**src/rtl/pipe_int_mul_ctrl.sv**
```systemverilog
// Purpose: control unit for the 4-stage pipelined 32x32 multiplier (MF, C0..C3, MP); build with PIPE_MUL_PERF_EN for perf counters.
// Latency: accept to out_val = 1 + sum over stages of (L_n + 1) cycles, where L_n is a stage's start-to-commit time.
// Backpressure: out_rdy low holds MP and stalls upstream stages in place; in_rdy drops once C0 cannot refill.
module pipe_int_mul_ctrl #(
  parameter int CNT_W = 32
) (
  input  logic             clk,
  input  logic             reset,
  input  logic             in_val,
  output logic             in_rdy,
  output logic             out_val,
  input  logic             out_rdy,
  output logic             reg_en_MF,
  output logic             reg_en_C0,
  output logic             reg_en_C1,
  output logic             reg_en_C2,
  output logic             reg_en_C3,
  output logic             val_op_C0,
  output logic             val_op_C1,
  output logic             val_op_C2,
  output logic             val_op_C3,
  input  logic             commit_C0,
  input  logic             commit_C1,
  input  logic             commit_C2,
  input  logic             commit_C3,
  output logic             busy
`ifdef PIPE_MUL_PERF_EN
  ,
  output logic [CNT_W-1:0] perf_ops,
  output logic [CNT_W-1:0] perf_stall
`endif
);

  localparam int NSTG = 4;

  // Per-stage flags: v = holds an op, s = start pulse issued, d = commit received.
  logic [NSTG-1:0] v_q;
  logic [NSTG-1:0] s_q;
  logic [NSTG-1:0] d_q;
  logic            v_mp_q;

  logic [NSTG-1:0] commit;
  logic [NSTG-1:0] go;
  logic [NSTG-1:0] load;
  logic [NSTG-1:0] val_op;
  logic            go_mp;
  logic            rdy_raw;

  if (CNT_W < 1) begin : g_bad_cnt_w
    $error("CNT_W must be at least 1");
  end

  assign commit = {commit_C3, commit_C2, commit_C1, commit_C0};

  // Advance chain: a stage moves on once its result is in and the slot
  // downstream is either empty or emptying in this same cycle.
  always_comb begin
    go_mp = v_mp_q & out_rdy;
    go    = '0;
    go[NSTG-1] = v_q[NSTG-1] & d_q[NSTG-1] & (~v_mp_q | go_mp);
    for (int n = NSTG - 2; n >= 0; n--) begin
      go[n] = v_q[n] & d_q[n] & (~v_q[n+1] | go[n+1]);
    end
  end

  // in_rdy looks only at stage state and the downstream chain, never at in_val.
  assign rdy_raw = ~v_q[0] | go[0];

  // Stage n is loaded by the accept (n=0) or by the stage above advancing.
  assign load   = {go[NSTG-2:0], in_val & rdy_raw};

  // A stage starts its multiplier in the first cycle it holds an operation.
  assign val_op = v_q & ~s_q;

  // Every output is held low while reset is asserted.
  assign in_rdy    = ~reset & rdy_raw;
  assign out_val   = ~reset & v_mp_q;
  assign reg_en_MF = ~reset & load[0];
  assign reg_en_C0 = ~reset & go[0];
  assign reg_en_C1 = ~reset & go[1];
  assign reg_en_C2 = ~reset & go[2];
  assign reg_en_C3 = ~reset & go[3];
  assign val_op_C0 = ~reset & val_op[0];
  assign val_op_C1 = ~reset & val_op[1];
  assign val_op_C2 = ~reset & val_op[2];
  assign val_op_C3 = ~reset & val_op[3];
  assign busy      = ~reset & ((|v_q) | v_mp_q);

  // Stage flags: a load wins over an advance so a draining stage refills with
  // no bubble; d sticks until the stage advances so a stalled result is kept.
  always_ff @(posedge clk) begin
    if (reset) begin
      v_q <= '0;
      s_q <= '0;
      d_q <= '0;
    end else begin
      for (int n = 0; n < NSTG; n++) begin
        if (load[n]) begin
          v_q[n] <= 1'b1;
          s_q[n] <= 1'b0;
          d_q[n] <= 1'b0;
        end else if (go[n]) begin
          v_q[n] <= 1'b0;
          s_q[n] <= 1'b0;
          d_q[n] <= 1'b0;
        end else begin
          if (val_op[n]) begin
            s_q[n] <= 1'b1;
          end
          // A commit counts only after the start pulse has gone out, which
          // also drops stray pulses from ops discarded by a reset.
          if (commit[n] & v_q[n] & s_q[n]) begin
            d_q[n] <= 1'b1;
          end
        end
      end
    end
  end

  // Output slot: refilled from C3 takes priority over draining to the consumer.
  always_ff @(posedge clk) begin
    if (reset) begin
      v_mp_q <= 1'b0;
    end else if (go[NSTG-1]) begin
      v_mp_q <= 1'b1;
    end else if (go_mp) begin
      v_mp_q <= 1'b0;
    end
  end

`ifdef PIPE_MUL_PERF_EN
  logic [CNT_W-1:0] ops_q;
  logic [CNT_W-1:0] stall_q;

  // Completed-op and input-stall counters, free-running and wrapping.
  always_ff @(posedge clk) begin
    if (reset) begin
      ops_q   <= '0;
      stall_q <= '0;
    end else begin
      if (go_mp) begin
        ops_q <= ops_q + 1'b1;
      end
      if (in_val & ~rdy_raw) begin
        stall_q <= stall_q + 1'b1;
      end
    end
  end

  assign perf_ops   = reset ? '0 : ops_q;
  assign perf_stall = reset ? '0 : stall_q;
`endif

`ifndef SYNTHESIS
  // Each op sees a single start pulse: the cycle after a pulse, s is set and
  // the stage cannot have been refilled because d is still clear.
  for (genvar n = 0; n < NSTG; n++) begin : g_chk
    a_one_pulse: assert property (@(posedge clk) disable iff (reset)
      val_op[n] |=> !val_op[n]);
  end

  a_d_after_s: assert property (@(posedge clk) disable iff (reset)
    (d_q & ~s_q) == '0);

  a_flags_need_v: assert property (@(posedge clk) disable iff (reset)
    ((s_q | d_q) & ~v_q) == '0);
`endif

endmodule

```
**config.mk**
```make
export PLATFORM = sky130hd
export DESIGN_NAME = pipe_int_mul_ctrl
export DESIGN_NICKNAME = d
export VERILOG_FILES = /design/src/rtl/pipe_int_mul_ctrl.sv
export SDC_FILE = /design/constraint.sdc
export NUM_CORES = 1
export LEC_CHECK = 0
export ABC_AREA = 1
export CORE_MARGIN = 1
export CORE_UTILIZATION = 41
export CTS_BUF_LIST = sky130_fd_sc_hd__clkbuf_2 sky130_fd_sc_hd__clkbuf_4 sky130_fd_sc_hd__clkbuf_8
export DETAILED_ROUTE_END_ITERATION = 8
export GPL_TIMING_DRIVEN = 0
export PLACE_DENSITY_LB_ADDON = 0.08
export SLEW_MARGIN = 20
export SYNTH_ARGS = -nofsm -noshare
export SYNTH_HDL_FRONTEND = slang
export SYNTH_SLANG_ARGS = --single-unit
```
**constraint.sdc**
```tcl
create_clock -name clk -period 1.15 [get_ports clk]
set_input_delay 0.115 -clock clk [delete_from_list [all_inputs] [get_ports clk]]
set_output_delay 0.115 -clock clk [all_outputs]
set_load 0.01 [all_outputs]
```
# Word-level counts from Yosys, hierarchy flattened
# Index checks and enable logic that the tools add are counted.
word_totals:
  regBits: 13
  latchBits: 0
  ramBits: 0
  rom_bits: 0
  inputBits: 8
  out_inout_bits: 12
  wordCells: 77
  n_memories: 0
op_classes:
  n_addsub: 0
  mul: 0
  n_div: 0
  n_lt_le_gt_ge: 0
  eq_ne: 0
  n_shift: 0
  mux: 10
  bitwise: 44
  n_reduce_logical: 10
op_table:
  columns: ["operator", "count"]
  rows:
  - ["$and A1 B1 Y1", 30]
  - ["$reduce_or A3 Y1", 4]
  - ["$mux W1", 10]
  - ["$reduce_bool A2 Y1", 5]
  - ["$not A1 Y1", 6]
  - ["$or A1 B1 Y1", 6]
  - ["$and A4 B4 Y4", 1]
  - ["$not A4 Y4", 1]
  - ["$reduce_or A4 Y1", 1]

# Logic depth before layout (Yosys ltp)
# Gate-level depths: netlist of the first run.
depth:
  depth_word: 12
  ltp_mapped: 12
  depth_no_buf: 12

# Worst setup path after synthesis of the first run
# No wires, ideal clock.
synth_timing:
  path_type: "register to output"
  startpoint: "reg v_q[3]"
  endpoint: "out in_rdy"
  arrival_time_ps: 1171
  required_ps: 1035
  slack_ps: -136
  path_stages_with_launch: 11
  n_path_buf: 0
  cell_sequence: "dfxtp_1 > nand2_1 > inv_1 > nand2_2 > nand2_1 > nand2_2 > nand2_4 > nand2_4 > nand2_4 > nand2_4 > a21oi_1"
synth_between:
  elab_chain_cells: 10
synth_rtl:
  columns: ["element", "line", "rtl"]
  rows:
  - ["from (decl)", "37", "logic [NSTG-1:0] v_q;"]
  - ["from (signal assigned)", "93", "v_q <= '0;"]
  - ["from (signal, indexed assignment)", "99", "v_q[n] <= 1'b1;"]
  - ["from (signal, indexed assignment)", "103", "v_q[n] <= 1'b0;"]
  - ["$and A1 B1 Y1 (2 in a row)", "60", "go[NSTG-1] = v_q[NSTG-1] & d_q[NSTG-1] & (~v_mp_q | go_mp);"]
  - ["$or A1 B1 Y1 *", "62", "go[n] = v_q[n] & d_q[n] & (~v_q[n+1] | go[n+1]);"]
  - ["$and A1 B1 Y1 *", "62", null]
  - ["$or A1 B1 Y1 *", "62", null]
  - ["$and A1 B1 Y1 *", "62", null]
  - ["$or A1 B1 Y1 *", "62", null]
  - ["$and A1 B1 Y1 *", "62", null]
  - ["$or A1 B1 Y1 *", "67", "assign rdy_raw = ~v_q[0] | go[0];"]
  - ["$and A1 B1 Y1 *", "76", "assign in_rdy = ~reset & rdy_raw;"]
  - ["to (decl)", "10", "output logic in_rdy,"]
# Mark *: on every way between the ends. The rest lies on a longest branch, timed or not.

# Final worst setup path of the first run
layout_timing:
  startpoint: "reg v_q[3]"
  endpoint: "out reg_en_C1"
layout_between:
  elab_chain_cells: 7
layout_rtl:
  columns: ["element", "line", "rtl"]
  rows:
  - ["$and A1 B1 Y1 (2 in a row)", "60", null]
  - ["$or A1 B1 Y1 *", "62", null]
  - ["$and A1 B1 Y1 *", "62", null]
  - ["$or A1 B1 Y1 *", "62", null]
  - ["$and A1 B1 Y1 *", "62", null]
  - ["$and A1 B1 Y1 *", "80", "assign reg_en_C1 = ~reset & go[1];"]
  - ["to (decl)", "15", "output logic reg_en_C1,"]
# Marks and branches as above.

==> impl_metrics.json, run 1 <==
{
  "status": "complete, but fails checks",
  "violations": "negative setup slack",
  "slew_headroom_pct": 81.6,
  "layout_commonest_cell": "buf_4",
  "crit_fanout": 3,
  "layout-drive-gt1-share_pct": 54.0,
  "layout_min_cycle_time_ps": 1620,
  "synth_xor_area_share_pct": 0,
  "pwr-share-comb_pct": 12.5,
  "io_pins": 20,
  "yosysSeqAreaShare_pct": 42.4,
  "setup_viol": 15,
  "endpoint_kind": "output pin",
  "h-tree-depth": 1,
  "io_buffer_count": 18,
  "slew_viol_final": 0,
  "coreArea_um2": 1350,
  "area_delta_synth_final_pct": 72.0,
  "diodes": 0,
  "rows": 13,
  "cts_tree": "done",
  "clk_latency_ps": 280,
  "cts_root_buf": "clkbuf_4",
  "fin_crit_sh_pct": 141,
  "routabilityCongestion": 0.645,
  "clock_sinks": 13,
  "clockPowerShare_pct": 35.8,
  "synth_area_um2": 613,
  "synthAdderAreaFrac_pct": 0,
  "totalWireLength_um": 1600,
  "grt_pass1_vias": 544,
  "ys_seq_elements": 13,
  "drc": 0,
  "die_area_um2": 1650,
  "worst_slack_ps": -473,
  "rsz0062_at_grt": "yes",
  "cts_buffer_depth": 2,
  "yosysUniqueCellTypes": 15,
  "critPathKind": "reg -> out",
  "stdcell_count": 141,
  "die_y_um": 40.7,
  "dp_cells": 117,
  "syn_avg_cell_area_um2": 7.30,
  "syn-instance-count": 84,
  "p_leak_uw": 0.000505,
  "syn_nets": 92,
  "grtUsageTotal_pct": 20.4,
  "power_switching_uw": 213,
  "routedWlPerCell_um": 11.3,
  "final_cell_mix": "buf_4 (17), nor2_1 (14), inv_1 (12)",
  "dp_hpwl_um": 930,
  "startpoint": "v_q[3]",
  "p_per_area_nw_per_um2": 828,
  "hold-worst-slack_ps": 129,
  "synth-compound-area-share_pct": 10.2,
  "fmax_mhz": 616,
  "synth_warnings": 0,
  "synth.area.mux_share_pct": 0,
  "arrival_ps": 1510,
  "vias_per_cell": 4.87,
  "pwr-share-seq_pct": 51.7,
  "intPower_uw": 661,
  "tightest_slew_ps": 276,
  "num_vias": 686,
  "die_w_um": 40.7,
  "hold_buffers": 0,
  "final_util_pct": 78.1,
  "hp-class": "in -> reg",
  "ir_worst_vdd_v": 0.000537,
  "numCtsBuffers": 3,
  "drt_iter0_markers": 17,
  "nNetsFinal": 135,
  "critical_path_required_ps": 1030,
  "grt.overflow.total": 0,
  "clock-skew-final_ps": 1.87,
  "clkTransAtPathRegs_ps": 80,
  "drt_pass1_iterations": 4,
  "antenna_left": 0,
  "switching_share_pct": 24.4,
  "reg2reg_slack_ps": -350,
  "grt_max_degree": 11,
  "antenna_found_initial": 0,
  "hold_start": "reset",
  "grt_pass1_wl_um": 2130,
  "hold_viol_final": 0,
  "synthSimpleGateAreaFrac_pct": 36.3,
  "startpoint_type": "flop",
  "cap_violations": 0,
  "synth_top_family_by_area": "simple AND/OR/NAND/NOR gates",
  "timing.rr.start": "v_q[3]",
  "initial_core_util_pct": 45.4
}
## final timing paths
kind         depth (start not counted)         to
max                                 11  reg_en_C1
min                                  2     v_q[2]
max reg2reg                         13     s_q[1]
min reg2reg                          2     d_q[3]
## power groups by stage
| stage | Combinational [uW] | Sequential [uW] | Clock (uW) |
|---|---|---|---|
| floorplan | 44.9 | 472 | 0 |
| global placement | 89.1 | 474 | 0 |
| detailed placement | 89.9 | 473 | 0 |
| CTS | 104 | 452 | 316 |
| global route | 118 | 452 | 331 |
| finish | 109 | 452 | 312 |
## cells by family (layout without fill, tap and decap cells)
family          Yosys count  in the layout
buf+inv                  18             60
compound gates           11             11
simple gates             42             42
flops                    13             13
## cell usage after synthesis
cell | n | area [um^2]
clkbuf_1 | 2 | 7.51
nand3_1 | 6 | 30.0
a31o_2 | 2 | 17.5
nand2_4 | 5 | 56.3
nor3_1 | 3 | 15.0
dfxtp_1 | 13 | 260
nor3b_1 | 1 | 7.51
nand4_1 | 1 | 6.26
nand2_2 | 3 | 18.8
a21oi_1 | 8 | 40.0
nor2_1 | 15 | 56.3
o21ai_0 | 1 | 5.00
nor2_2 | 1 | 6.26
inv_1 | 16 | 60.1
nand2_1 | 7 | 26.3
## flip-flops by register name (all words and copies together) (netlist names)
register  flops
d_q           4
v_mp_q        1
v_q           4
s_q           4
## stage by stage
step | worst slack (ps) | power [uW] | TNS [ps] | cell area, um^2
global route | -546 | 902 | -5410 | 1050
detailed placement | -905 | 563 | -8040 | 825
global placement | -878 | 563 | -7520 | 825
floorplan | -82.8 | 517 | -186 | 626
CTS | -463 | 872 | -2980 | 960
finish | -473 | 873 | -4370 | 1050
## metal layers
| layer | GRT usage [%] | wire length (um) | part of all wire, % | up-vias |
|---|---|---|---|---|
| li1 | - | - | - | 346 |
| met1 | 21.6 | 627 | 39 | 318 |
| met2 | 37.3 | 865 | 54 | 16 |
| met3 | 3.26 | 71 | 4.4 | 6 |
| met4 | 12.5 | 36 | 2.3 | 0 |
| met5 | 0 | 0 | 0 | - |
## layout make-up
cell class / count / area [um^2]
plain buffers: 2 / 12.5
well taps: 15 / 18.8
inverters: 16 / 62.6
clock buffers: 4 / 30.0
multi-input cells: 53 / 354
fillers: 91 / 295
repair buffers: 38 / 299
flip-flops and latches: 13 / 278
## worst max-delay path, stage by stage (launching register included)
cell and delay (ps):
dfxtp_4 360, nand2_2 50, inv_2 50, nand2_2 50, nand2_2 90, nand2_4 60, nand2_4 70, nand2_4 60
buf_4 130, buf_6 120, nor2_4 80, buf_6 100
## timing repair
item,CTS,global route
setup endpoints to repair,19,18
pin swaps,5,5
setup buffers,14,6
gates resized for setup,69,12
No activity file was read; power rests on OpenSTA's default activity.
==> run 2, diff against run 1 <==
- CTS_BUF_LIST: sky130_fd_sc_hd__clkbuf_2 sky130_fd_sc_hd__clkbuf_4 sky130_fd_sc_hd__clkbuf_8 -> sky130_fd_sc_hd__clkbuf_8
- SLEW_MARGIN: 20 -> 10
==> impl_metrics.json, run 2 (synthesized netlist as in run 1, its figures left out) <==
{
  "status": "complete, but fails checks",
  "violations": "negative setup slack",
  "die_area_um2": 1650,
  "cap_violations": 0,
  "layout_min_cycle_time_ps": 1560,
  "slowest_stage": "dfxtp_4",
  "numCtsBuffers": 3,
  "routabilityCongestion": 0.645,
  "hold-worst-slack_ps": 168,
  "drt_iter0_markers": 10,
  "initial_core_util_pct": 45.4,
  "dp_cells": 117,
  "layout-drive-gt1-share_pct": 51.6,
  "clock-skew-final_ps": 2.30,
  "drc": 0,
  "antenna_found_initial": 0,
  "ir_worst_vdd_v": 0.000663,
  "startpoint_type": "flop",
  "layout_commonest_cell": "buf_4",
  "final_cell_mix": "buf_4 (16), nor2_1 (14), inv_1 (13)",
  "drt_pass1_iterations": 4,
  "io_pins": 20,
  "die_w_um": 40.7,
  "critPathMaxStageDelay_ps": 360,
  "slew_headroom_pct": 76.8,
  "grt.overflow.total": 0,
  "h-tree-depth": 1,
  "arrival_ps": 1450,
  "reg.largest.list": "d_q x4, s_q x4, v_q x4",
  "cpMostUsedCell": "nand2_4",
  "cts_tree": "done",
  "nNetsFinal": 133,
  "clock_sinks": 13,
  "routedWlPerCell_um": 11.5,
  "clkTransAtPathRegs_ps": 60,
  "min_to": "v_q[3]",
  "hold_viol_final": 0,
  "hold_buffers": 0,
  "r2r_cells": 14,
  "cts_root_buf": "clkbuf_8",
  "slew_viol_final": 0,
  "cp_top_family": "simple AND/OR/NAND/NOR gates",
  "clk_latency_ps": 240,
  "grtUsageTotal_pct": 20.4,
  "endpoint_kind": "output pin",
  "fmax_mhz": 641,
  "io_buffer_count": 18,
  "vias_per_cell": 4.78,
  "stdcell_count": 139,
  "place_area_um2": 825,
  "tightest_slew_ps": 348,
  "crit_fanout": 4,
  "setup_viol": 15,
  "hold_start": "reset",
  "diodes": 0,
  "crit_chain": "nand2_2 > inv_2 > nand2_2 > nand2_2 > nand2_4 > nand2_4 > nand2_4 > nand2_4 > nand2_4 > nand2_4 > nand2_2 > nor2_4 > buf_6",
  "final_area_um2": 1040,
  "dp_hpwl_um": 930,
  "cts_buffer_depth": 2,
  "reg2reg_to": "s_q[1]",
  "totalWireLength_um": 1610,
  "p_leak_uw": 0.000490,
  "critPathKind": "reg -> out",
  "crit_buf_inv": 2,
  "grt_max_degree": 11,
  "die_y_um": 40.7,
  "p_per_area_nw_per_um2": 922,
  "hold-path-cell-count": 2,
  "rsz0062_at_grt": "yes",
  "rows": 13,
  "timing.rr.start": "v_q[3]",
  "num_vias": 664,
  "reg2reg_slack_ps": -320,
  "grt_pass1_vias": 532,
  "worst_slack_ps": -411,
  "hp-class": "in -> reg",
  "area_delta_synth_final_pct": 70.0,
  "grt_pass1_wl_um": 2110,
  "coreArea_um2": 1350,
  "antenna_left": 0,
  "critical_path_required_ps": 1030,
  "fin_crit_sh_pct": 136
}
## run 2: worst max path at each step
stage          slack [ps]     from         to  depth (start not counted)
2_1_floorplan         -80   v_q[3]  reg_en_MF                         12
5_1_grt              -500   v_q[3]  reg_en_MF                         13
3_3_place_gp         -880  out_rdy  reg_en_MF                         14
6_report             -410   v_q[3]  reg_en_MF                         13
3_5_place_dp         -900  out_rdy  reg_en_MF                         14
4_1_cts              -420   v_q[3]  reg_en_MF                         13
## run 2: what timing repair did
item | CTS | global route
pin swaps | 4 | 4
resized for setup | 67 | 10
endpoints found under the setup margin | 18 | 19
setup buffers | 14 | 4
## run 2: stage by stage
stage / worst slack, ps / TNS (ps) / power, uW / utilization [%]
2_1_floorplan: -82.8 / -186 / 517 / -
5_1_grt: -496 / -4670 / 996 / 77.2
3_5_place_dp: -905 / -8040 / 563 / 61.1
4_1_cts: -418 / -2850 / 961 / 73.3
6_report: -411 / -3490 / 961 / 77.2
3_3_place_gp: -878 / -7520 / 563 / 61.1
## run 2: routing by layer
layer / routed length, um / track usage [%] / up-vias
met3: 46 / 4.89 / 2
met2: 878 / 34.9 / 10
met1: 662 / 22.6 / 311
li1: - / - / 341
met5: 0 / 0 / -
met4: 17 / 12.5 / 0
## run 2: layout make-up
| type | instances | area (um^2) |
|---|---|---|
| repair buffers | 36 | 274 |
| clock inverters | 1 | 3.75 |
| flip-flops and latches | 13 | 277 |
| plain buffers | 2 | 12.5 |
| clock buffers | 3 | 41.3 |
| well taps | 15 | 18.8 |
| multi-input cells | 53 | 355 |
| fillers | 112 | 308 |
| inverters | 16 | 60.1 |
## run 2: where the power goes
part	internal (uW)	total (uW)	leakage, uW	switching, uW
Combinational	53.4	108	0.000354	54.2
Sequential	449	453	0.000109	4.16
Clock	236	401	0.0000269	165
